[config.mk]
export PLATFORM = sky130hd
export DESIGN_NAME = line_stack_reader
export DESIGN_NICKNAME = d
export VERILOG_FILES = /design/src/rtl/it8951_pkg.sv /design/src/rtl/line_stack_reader_nibble_packer.sv /design/src/rtl/line_stack_reader.sv
export SDC_FILE = /design/constraint.sdc
export NUM_CORES = 1
export LEC_CHECK = 0
export BUFFER_PORTS_ARGS = -buffer_cell sky130_fd_sc_hd__buf_4
export CORE_MARGIN = 2
export CORE_UTILIZATION = 50
export CTS_CLUSTER_DIAMETER = 150
export CTS_CLUSTER_SIZE = 40
export DETAILED_ROUTE_END_ITERATION = 6
export PLACE_DENSITY = 0.82
export SLEW_MARGIN = 20
export SYNTH_ARGS = -nofsm -noshare
export SYNTH_HDL_FRONTEND = slang
export SYNTH_HIERARCHICAL = 1
export SYNTH_SLANG_ARGS = --single-unit
[constraint.sdc]
create_clock -name clk -period 2.25 [get_ports clk]
set_input_delay 0.225 -clock clk [delete_from_list [all_inputs] [get_ports clk]]
set_output_delay 0.225 -clock clk [all_outputs]
set_load 0.03 [all_outputs]
[src/rtl/it8951_pkg.sv]
// Shared IT8951 pixel-path constants and the line reader FSM state type.
// LINE_STACK_READER_INVERT_EN selects white (4'hF) padding instead of black.
package it8951_pkg;

  localparam int PIX_W           = 4;
  localparam int WORD_W          = 16;
  localparam int PIXELS_PER_WORD = WORD_W / PIX_W;
  localparam int LINE_PIXELS_DEF = 800;

`ifdef LINE_STACK_READER_INVERT_EN
  localparam logic [PIX_W-1:0] PAD_NIB = '1;
`else
  localparam logic [PIX_W-1:0] PAD_NIB = '0;
`endif

  typedef enum logic [1:0] {
    RD_IDLE,
    RD_READ,
    RD_FLUSH,
    RD_DONE
  } rd_state_e;

endpackage

[src/rtl/line_stack_reader_nibble_packer.sv]
// Packs pixels LSB-first into a word accumulator and hands full (or flushed,
// padded) words to a valid/ready output register.
module nibble_packer #(
  parameter int              PIX_W  = it8951_pkg::PIX_W,
  parameter int              WORD_W = it8951_pkg::WORD_W,
  parameter logic [PIX_W-1:0] PAD   = it8951_pkg::PAD_NIB,
  localparam int             NPW    = WORD_W / PIX_W,
  localparam int             NCW    = $clog2(NPW + 1)
) (
  input  logic              clk,
  input  logic              rst,
  input  logic              clr,
  input  logic              pack_en,
  input  logic [PIX_W-1:0]  pack_pix,
  input  logic              flush,
  input  logic              word_ready,
  output logic [WORD_W-1:0] word_data,
  output logic              word_valid,
  output logic [NCW-1:0]    nib_cnt,
  output logic              accept
);

  logic [WORD_W-1:0] acc_q, acc_d, out_q, out_d;
  logic [NCW-1:0]    nib_q, nib_d;
  logic              vld_q, vld_d;
  logic              move;

  // Event order within a cycle: accept, move, pack.
  always_comb begin
    accept = vld_q && word_ready;
    move   = (!vld_q || word_ready) &&
             ((nib_q == NCW'(NPW)) || (flush && (nib_q != '0)));
    acc_d  = acc_q;
    out_d  = out_q;
    nib_d  = nib_q;
    vld_d  = vld_q;
    if (accept) vld_d = 1'b0;
    if (move) begin
      out_d = acc_q;
      vld_d = 1'b1;
      acc_d = {NPW{PAD}};
      nib_d = '0;
    end
    if (pack_en) begin
      for (int i = 0; i < NPW; i++)
        if (nib_d == NCW'(i)) acc_d[i*PIX_W +: PIX_W] = pack_pix;
      nib_d = nib_d + NCW'(1);
    end
    if (clr) begin
      acc_d = {NPW{PAD}};
      nib_d = '0;
      vld_d = 1'b0;
    end
  end

  // Unwritten nibbles already hold PAD, so a flush needs no extra masking.
  always_ff @(posedge clk or posedge rst) begin
    if (rst) begin
      acc_q <= {NPW{PAD}};
      out_q <= '0;
      nib_q <= '0;
      vld_q <= 1'b0;
    end else begin
      acc_q <= acc_d;
      out_q <= out_d;
      nib_q <= nib_d;
      vld_q <= vld_d;
    end
  end

  assign word_data  = out_q;
  assign word_valid = vld_q;
  assign nib_cnt    = nib_q;

endmodule

[src/rtl/line_stack_reader.sv]
// Drains one line of 4bpp pixels from the line stack and streams packed words.
// LINE_STACK_READER_INVERT_EN inverts each pixel before packing.
module line_stack_reader #(
  parameter int LINE_PIXELS = it8951_pkg::LINE_PIXELS_DEF,
  parameter int PIX_W       = it8951_pkg::PIX_W,
  parameter int WORD_W      = it8951_pkg::WORD_W,
  parameter int CNT_W       = 10
) (
  input  logic              clk,
  input  logic              rst,
  input  logic              start,
  input  logic              stack_empty,
  output logic              stack_ce,
  input  logic              stack_valid,
  input  logic [PIX_W-1:0]  stack_do,
  output logic [WORD_W-1:0] word_data,
  output logic              word_valid,
  input  logic              word_ready,
  output logic              busy,
  output logic              done,
  output logic              underrun,
  output logic [CNT_W-1:0]  word_cnt
);
  import it8951_pkg::*;

  localparam int              NPW = WORD_W / PIX_W;
  localparam int              NCW = $clog2(NPW + 1);
  localparam int              UW  = NCW + 2;
  localparam logic [CNT_W-1:0] LP = CNT_W'(LINE_PIXELS);

  rd_state_e        state_q, state_d;
  logic [CNT_W-1:0] pop_cnt_q, pop_cnt_d;
  logic [CNT_W-1:0] word_cnt_q, word_cnt_d;
  logic             inflight_q, inflight_d;
  logic             underrun_q, underrun_d;

  logic [NCW-1:0]   nib_cnt;
  logic             accept, clr, flush;
  logic [PIX_W-1:0] pix_in, pack_pix;
  logic [UW-1:0]    used;
  logic             room;

`ifdef LINE_STACK_READER_INVERT_EN
  assign pix_in = ~stack_do;
`else
  assign pix_in = stack_do;
`endif

  // A pop is only issued when the returning pixel is guaranteed a slot.
  assign used = (word_valid ? UW'(NPW) : UW'(0)) + UW'(nib_cnt) + UW'(inflight_q);
  assign room = used < UW'(2 * NPW);

  always_comb begin
    state_d    = state_q;
    pop_cnt_d  = pop_cnt_q;
    word_cnt_d = word_cnt_q;
    underrun_d = underrun_q;
    inflight_d = 1'b0;
    stack_ce   = 1'b0;
    clr        = 1'b0;
    flush      = (state_q == RD_FLUSH) && !inflight_q;
    pack_pix   = stack_valid ? pix_in : '0;
    if (inflight_q && !stack_valid) underrun_d = 1'b1;
    if (accept) word_cnt_d = word_cnt_q + CNT_W'(1);
    case (state_q)
      RD_IDLE: if (start) begin
        state_d    = RD_READ;
        pop_cnt_d  = '0;
        word_cnt_d = '0;
        underrun_d = 1'b0;
        clr        = 1'b1;
      end
      RD_READ: begin
        stack_ce = (pop_cnt_q < LP) && !stack_empty && room;
        if (stack_ce) begin
          pop_cnt_d  = pop_cnt_q + CNT_W'(1);
          inflight_d = 1'b1;
        end
        if (stack_empty && (pop_cnt_q < LP)) underrun_d = 1'b1;
        if ((pop_cnt_q == LP) || (stack_empty && !inflight_q)) state_d = RD_FLUSH;
      end
      // Leave as the last word is accepted so done follows it by one cycle.
      RD_FLUSH: if (!inflight_q && (nib_cnt == '0) && (!word_valid || accept))
        state_d = RD_DONE;
      RD_DONE: state_d = RD_IDLE;
      default: state_d = RD_IDLE;
    endcase
  end

  always_ff @(posedge clk or posedge rst) begin
    if (rst) begin
      state_q    <= RD_IDLE;
      pop_cnt_q  <= '0;
      word_cnt_q <= '0;
      inflight_q <= 1'b0;
      underrun_q <= 1'b0;
    end else begin
      state_q    <= state_d;
      pop_cnt_q  <= pop_cnt_d;
      word_cnt_q <= word_cnt_d;
      inflight_q <= inflight_d;
      underrun_q <= underrun_d;
    end
  end

  nibble_packer #(
    .PIX_W  (PIX_W),
    .WORD_W (WORD_W),
    .PAD    (PAD_NIB)
  ) u_pack (
    .clk        (clk),
    .rst        (rst),
    .clr        (clr),
    .pack_en    (inflight_q),
    .pack_pix   (pack_pix),
    .flush      (flush),
    .word_ready (word_ready),
    .word_data  (word_data),
    .word_valid (word_valid),
    .nib_cnt    (nib_cnt),
    .accept     (accept)
  );

  assign busy     = (state_q != RD_IDLE);
  assign done     = (state_q == RD_DONE);
  assign underrun = underrun_q;
  assign word_cnt = word_cnt_q;

endmodule

# Yosys cells after proc, flatten, opt, wreduce, memory -nomap -nowiden
# Cells that the tools add are included.
# word_totals
elab_cells,90
mem_bits_ro,0
regBits,60
latchBits,0
mem_count,0
out_inout_bits,31
mem_bits_rw,0
input_bits,10
# classes
mul,0
n_reduce_logical,28
eq_ne,12
bitwise_logic,0
shift,0
mux,34
n_addsub,5
order_cmp,2
n_div,0
# ops
op,n
$mux 10,5
$mux 16,3
$add 10x1->10 const B,2
$mux 4,5
$pmux 10 s2,1
$mux 3,4
$logic_and 1x1->1,11
$mux 1,11
$eq 10x10->1 const B,1
$lt 10x10->1 const B,1
$pmux 2 s4,1
$eq 3x2->1 const B,2
$logic_not 3->1,2
$mux 2,3
$ne 2x2->1 const B,3
$reduce_and 3->1,2
$reduce_bool 3->1,2
$add 4x1->5,1
$lt 5x4->1 const B,1
$add 3x3->4,1
$eq 2x2->1 const B,2
$logic_not 1->1,4
$logic_or 1x1->1,4
$reduce_bool 2->1,2
other kinds (7),7

# Longest topological paths before layout
# logic_depth
word_depth,10
mapped_depth,11
ltp_nobuf,10

# Cells and area by module
# Netlist, hierarchy kept.
# by_module_without_submodules
mod,cells_each,area_per_inst_um2,instances,seq_area_each_um2
nibble_packer,122,1621.6,1,900.9
line_stack_reader,147,1436.4,1,600.6

# Least setup slack after synthesis
# OpenSTA, ideal clock, no wires.
# synth_path
kind,register -> register
start,register state_q[0]
end,register u_pack.acc_q[13]
t_required_ns,2.116
path_slack_ns,0.162
t_arrival_ns,1.954
n_path_buf,1
synth_period_minus_slack_ns,2.088
stages_incl_launch_ff,12
setup_ns,0.134
path_cell_list,dfrtp_1 -> inv_1 -> ha_1 -> nor2b_1 -> o21ai_1 -> a21oi_4 -> buf_6 -> nand2b_1 -> ha_1 -> nand2_1 -> nand3b_1 -> a21oi_1
# synth_via
elab_chain_cells,10
elab_cells_between_ends,13
classes_between,eq/ne: 2; mux: 6; reduce/logical: 5
# synth_rtl
element,line,text
from (decl),line_stack_reader.sv:31,"rd_state_e state_q, state_d;"
from (signal assigned),line_stack_reader.sv:98,state_q <= state_d;
$eq 2x2->1 (*),line_stack_reader.sv:61,flush = (state_q == RD_FLUSH) && !inflight_q;
$logic_and 1x1->1 (*),line_stack_reader.sv:61,
net flush,line_stack_reader.sv:38,"logic accept, clr, flush;"
$logic_and 1x1->1 (*),line_stack_reader_nibble_packer.sv:32,((nib_q == NCW'(NPW)) || (flush && (nib_q != '0)));
$logic_or 1x1->1 (*),line_stack_reader_nibble_packer.sv:32,
$logic_and 1x1->1 (*),line_stack_reader_nibble_packer.sv:31,move = (!vld_q || word_ready) &&
$mux 3,line_stack_reader_nibble_packer.sv:38,if (move) begin
$eq 3x2->1,line_stack_reader_nibble_packer.sv:46,if (nib_d == NCW'(i)) acc_d[i*PIX_W +: PIX_W] = pack_pix;
$mux 4,line_stack_reader_nibble_packer.sv:46,
$mux 16 (*),line_stack_reader_nibble_packer.sv:44,if (pack_en) begin
$mux 16 (*),line_stack_reader_nibble_packer.sv:49,if (clr) begin
net u_pack.acc_d[13],line_stack_reader_nibble_packer.sv:23,"logic [WORD_W-1:0] acc_q, acc_d, out_q, out_d;"
to (signal assigned),line_stack_reader_nibble_packer.sv:59,acc_q <= {NPW{PAD}};
to (decl),line_stack_reader_nibble_packer.sv:23,
# Mark *: on every way through the listed nets, which the timed path passes. The rest lies on a longest branch.
# A chain may end at the register's enable or synchronous reset.

# Final worst setup path
# layout_path
start,register state_q[0]
end,register u_pack.acc_q[4]
# layout_via
elab_chain_cells,10
elab_cells_between_ends,13
classes_between,eq/ne: 2; mux: 6; reduce/logical: 5
# layout_rtl
element,line
$eq 2x2->1 (*),line_stack_reader.sv:61
$logic_and 1x1->1 (*),line_stack_reader.sv:61
net flush,line_stack_reader.sv:38
$logic_and 1x1->1 (*),line_stack_reader_nibble_packer.sv:32
$logic_or 1x1->1 (*),line_stack_reader_nibble_packer.sv:32
$logic_and 1x1->1 (*),line_stack_reader_nibble_packer.sv:31
$mux 3,line_stack_reader_nibble_packer.sv:38
$eq 3x1->1,line_stack_reader_nibble_packer.sv:46
$mux 4,line_stack_reader_nibble_packer.sv:46
$mux 16 (*),line_stack_reader_nibble_packer.sv:44
$mux 16 (*),line_stack_reader_nibble_packer.sv:49
net u_pack.acc_d[4],line_stack_reader_nibble_packer.sv:23
# Marked as above.

==> results.txt <==
Yosys printed 6 warnings. For the number of cell rows, the log shows 28. The final cycle utilization of the critical path was 91.8%. In the final layout, the share of cells above drive strength 1 is 27.7%. The growth of design area from synthesis to finish was 20.0%. The insertion delay to the later sink of the worst-skew pair is 350 ps, and the number of endpoints failing setup at the final stage is 0. The root buffer cell chosen for the clock tree is sky130_fd_sc_hd__clkbuf_8. In this run the count of I/O pins placed on the die edge is 41. The flow ran to the end, and the final reports show no timing, DRC or antenna violations.

The number of antenna diodes in the final layout is 0. The sequential power share is 36.0%. Counting flops with a built-in enable in the synthesized netlist gives 0. The peak fanout along the critical path works out to 11.

The library cells used most frequently in the layout, excluding fill and tap cells, are sky130_fd_sc_hd__dfrtp_1, sky130_fd_sc_hd__buf_4, sky130_fd_sc_hd__nor2_1. The number of nets handed over by synthesis was 289. The run gives 10.2 ps as the setup clock skew after layout. Dividing the detail-routed via count by the number of cells gives 5.55. The critical path is of the reg2reg type. The share of total power dissipated in the clock network is 28.8%. The congestion estimate from routability-driven global placement came to 0.838. The max-cap check violation count was 0; the routed length per instance was 15.8 µm. The clock passes through at most 2 buffers. The first TritonRoute pass finished after 5 iterations. Setup repair after global routing left no endpoint under its margin.

The number of clock buffers added by TritonCTS is 9. Each instance of the synthesized netlist takes up on average 11.4 µm². At the worst endpoint, the required time is 2470 ps.

The logs give 4230 µm for the HPWL after detailed placement and 6760 µm² for the area enclosed by the die boundary. The remaining number of nets flagged by the antenna check after routing came out at 0. The fmax is 484 MHz, and the post-synthesis instance area is 3060 µm². At the end of the flow, the number of nets in the layout was 337. The summed negative setup slack over all endpoints was 0 ps; the number of fillers in the final layout was 474. Number of hold-slack violations in the final timing report: 0.

The count of unique library cells instantiated by Yosys was 48; the max-slew violation total from the final report was 0. The async set-reset flop share out of synthesis came out at 100%. Once routing completed, OpenROAD measured the worst setup slack at 186 ps. Clock tree synthesis found a total of 60 sinks. The starting density of the core was 51.6%. TritonCTS built the clock tree.

In this run the power spent charging and discharging nets is 1.40 mW. Summed over all layers, the routed wires come to 6260 µm. The worst setup path is launched from a flop. The library cell used most frequently in the layout, excluding fill and tap cells, is sky130_fd_sc_hd__dfrtp_1. Number of global-route vias before repair: 2151. For the worst setup path, the data arrival time is 2280 ps.

Of the total power, combinational logic draws 35.2%. For the met3 routing resource usage after global routing, the log shows 4.89%. For this run, global-route usage on met2 was measured as 31.5%. Worst hold path stage count: 4.

Entering global routing, the biggest net connects 37 pins. During placement, the flow inserted port buffers numbering 40. Across all layers, the routed design uses 2198 vias. Measured along the y axis, the die boundary spans 82.2 µm. In the global route stage, overall resource usage came out at 20.6%. The power per cell area was 1080 nW/µm²; the leakage power of the design was 1.80 nW. The clock edge transition at the registers on the reported setup and hold paths works out to 60 ps. After global routing, the most crowded layer is met2. Of the total power, the share spent switching nets is 35.3%. Measured along the x axis, the die boundary spans 82.2 µm.

Synthesis produced a netlist whose cell count is 269. At the pin with the least slew margin, the transition time is 499 ps. The tightest min-delay check is of the in2reg type.

The minimum clock period works out to 2060 ps. The tools report the global route total overflow as 0. In this run the tightest slew margin relative to its limit is 66.8%. The worst ir drop on vdd is 0.000610 V, and the total internal power is 2.56 mW. In the final layout, the multi-input gates occupy 1450 µm². The initial antenna violation count was 0; the number of synthesized register bits was 60. The pre-CTS worst setup slack is 170 ps, and the number of cells on the worst reg-to-reg path is 8. The tools report the placeable core region as 5920 µm².

For the sequential area share after synthesis, the log shows 49.1%. The number of setup buffers added after CTS is 0. Global routing used 27.2% of the available met1 tracks. DRC violation total after the first TritonRoute iteration: 99. STA classifies the critical path endpoint as a flop. The number of H-tree levels is 3.

The wire length of the first global-routing pass was 10300 µm; the number of design rule violations left after detail routing was 0. Sequential standard cell area: 1500 µm². In the synthesized netlist the dominant register cell turns out to be sky130_fd_sc_hd__dfrtp_1.
[worst paths after layout]
| kind | slack, ps | endpoint | from |
|---|---|---|---|
| hold reg to reg | 510 | u_pack/word_data[15] | u_pack/word_data[15] |
| setup reg to reg | 190 | u_pack/acc_q[4] | state_q[0] |
| setup / recovery | 190 | u_pack/acc_q[4] | state_q[0] |
| hold / removal | 260 | inflight_q | stack_empty |
| min in group asynchronous | 490 | word_cnt[8] | rst |
| max in group asynchronous | 1390 | u_pack/word_data[9] | rst |
[area by class of cell]
cell class                      instances  share of cell area (%)
Inverter                               11                    1.12
Multi-Input combinational cell        188                    39.4
Clock buffer                           12                    4.50
Sequential cell                        60                    40.9
Clock inverter                          3                    1.87
Timing Repair Buffer                   47                    9.68
Tap cell                               75                    2.56
[sequential cells by signal, indices dropped and copies added (netlist names)]
| name | flops |
|---|---|
| inflight_q | 1 |
| pop_cnt_q | 10 |
| state_q | 2 |
| u_pack/acc_q | 16 |
| u_pack/nib_cnt | 3 |
| u_pack/word_data | 16 |
| u_pack/word_valid | 1 |
| underrun | 1 |
| word_cnt | 10 |
[synth_stat cells, drive strengths merged, types with 2 or more instances]
library cell / n / share of area (%)
nand3b: 4 / 0.98
dfrtp: 60 / 49
o21ai: 6 / 0.98
nand2b: 5 / 1.0
xnor2: 5 / 1.4
a21oi: 11 / 2.2
or4: 2 / 0.49
nor2b: 4 / 0.82
nor3: 2 / 0.33
a221o: 6 / 2.0
ha: 10 / 4.1
a21o: 2 / 0.49
nand2: 11 / 1.4
mux2i: 10 / 3.3
mux2: 18 / 8.5
nand4: 6 / 1.2
clkbuf: 3 / 0.37
or3: 2 / 0.41
a22o: 7 / 2.0
and4: 5 / 1.4
buf: 7 / 2.0
nand3: 10 / 1.6
xor2: 6 / 1.7
nor2: 28 / 3.4
inv: 11 / 1.4
and3: 6 / 1.2
o211ai: 2 / 0.65
nor3b: 3 / 1.1
and2: 7 / 1.5
[metal layers]
layer	vias up	wire [µm]
met5	-	0
met4	0	120
met3	10	235
met2	44	3000
met1	1086	2900
li1	1058	-
[critical path: stages, from the launching register on]
cell and delay (ps):
sky130_fd_sc_hd__dfrtp_1 400, sky130_fd_sc_hd__inv_1 120, sky130_fd_sc_hd__ha_1 200, sky130_fd_sc_hd__nor2b_2 200, sky130_fd_sc_hd__o21ai_1 140, sky130_fd_sc_hd__a21oi_4 190, sky130_fd_sc_hd__buf_4 250, sky130_fd_sc_hd__or2_1 330
sky130_fd_sc_hd__nor2_1 100
[power groups by stage]
stage	Combinational [mW]	Clock, mW	Sequential (mW)
floorplan	0.915	0	1.55
global placement	1.34	0	1.43
detailed placement	1.39	0	1.44
CTS	1.40	1.16	1.42
global route	1.51	1.21	1.45
finish	1.39	1.14	1.42
[logic make-up after synthesis]
family,share of synthesized area [%]
flops,49.1
mux,11.7
buf+inv,3.72
simple gates,18.2
xor+xnor,3.15
compound gates,9.98
fa+ha+maj,4.09
[what timing repair did]
item,in CTS,in global routing
hold buffers,1,0
hold endpoints to repair,48,0
resized for setup,0,1
setup endpoints to repair,0,13
[metrics by stage]
step | hold WS [ps] | instance area [µm²] | total power, mW | utilization, % | cells
after CTS | 257 | 3670 | 3.98 | 62.0 | 396
after floorplan | 240 | 3060 | 2.47 | - | 269
after global routing | 282 | 3670 | 4.17 | 62.0 | 396
final | 264 | 3670 | 3.96 | 62.0 | 396
after detailed placement | 311 | 3420 | 2.83 | 57.8 | 380
after global placement | 305 | 3420 | 2.77 | 57.8 | 380
(Power assumes the default switching activity.)
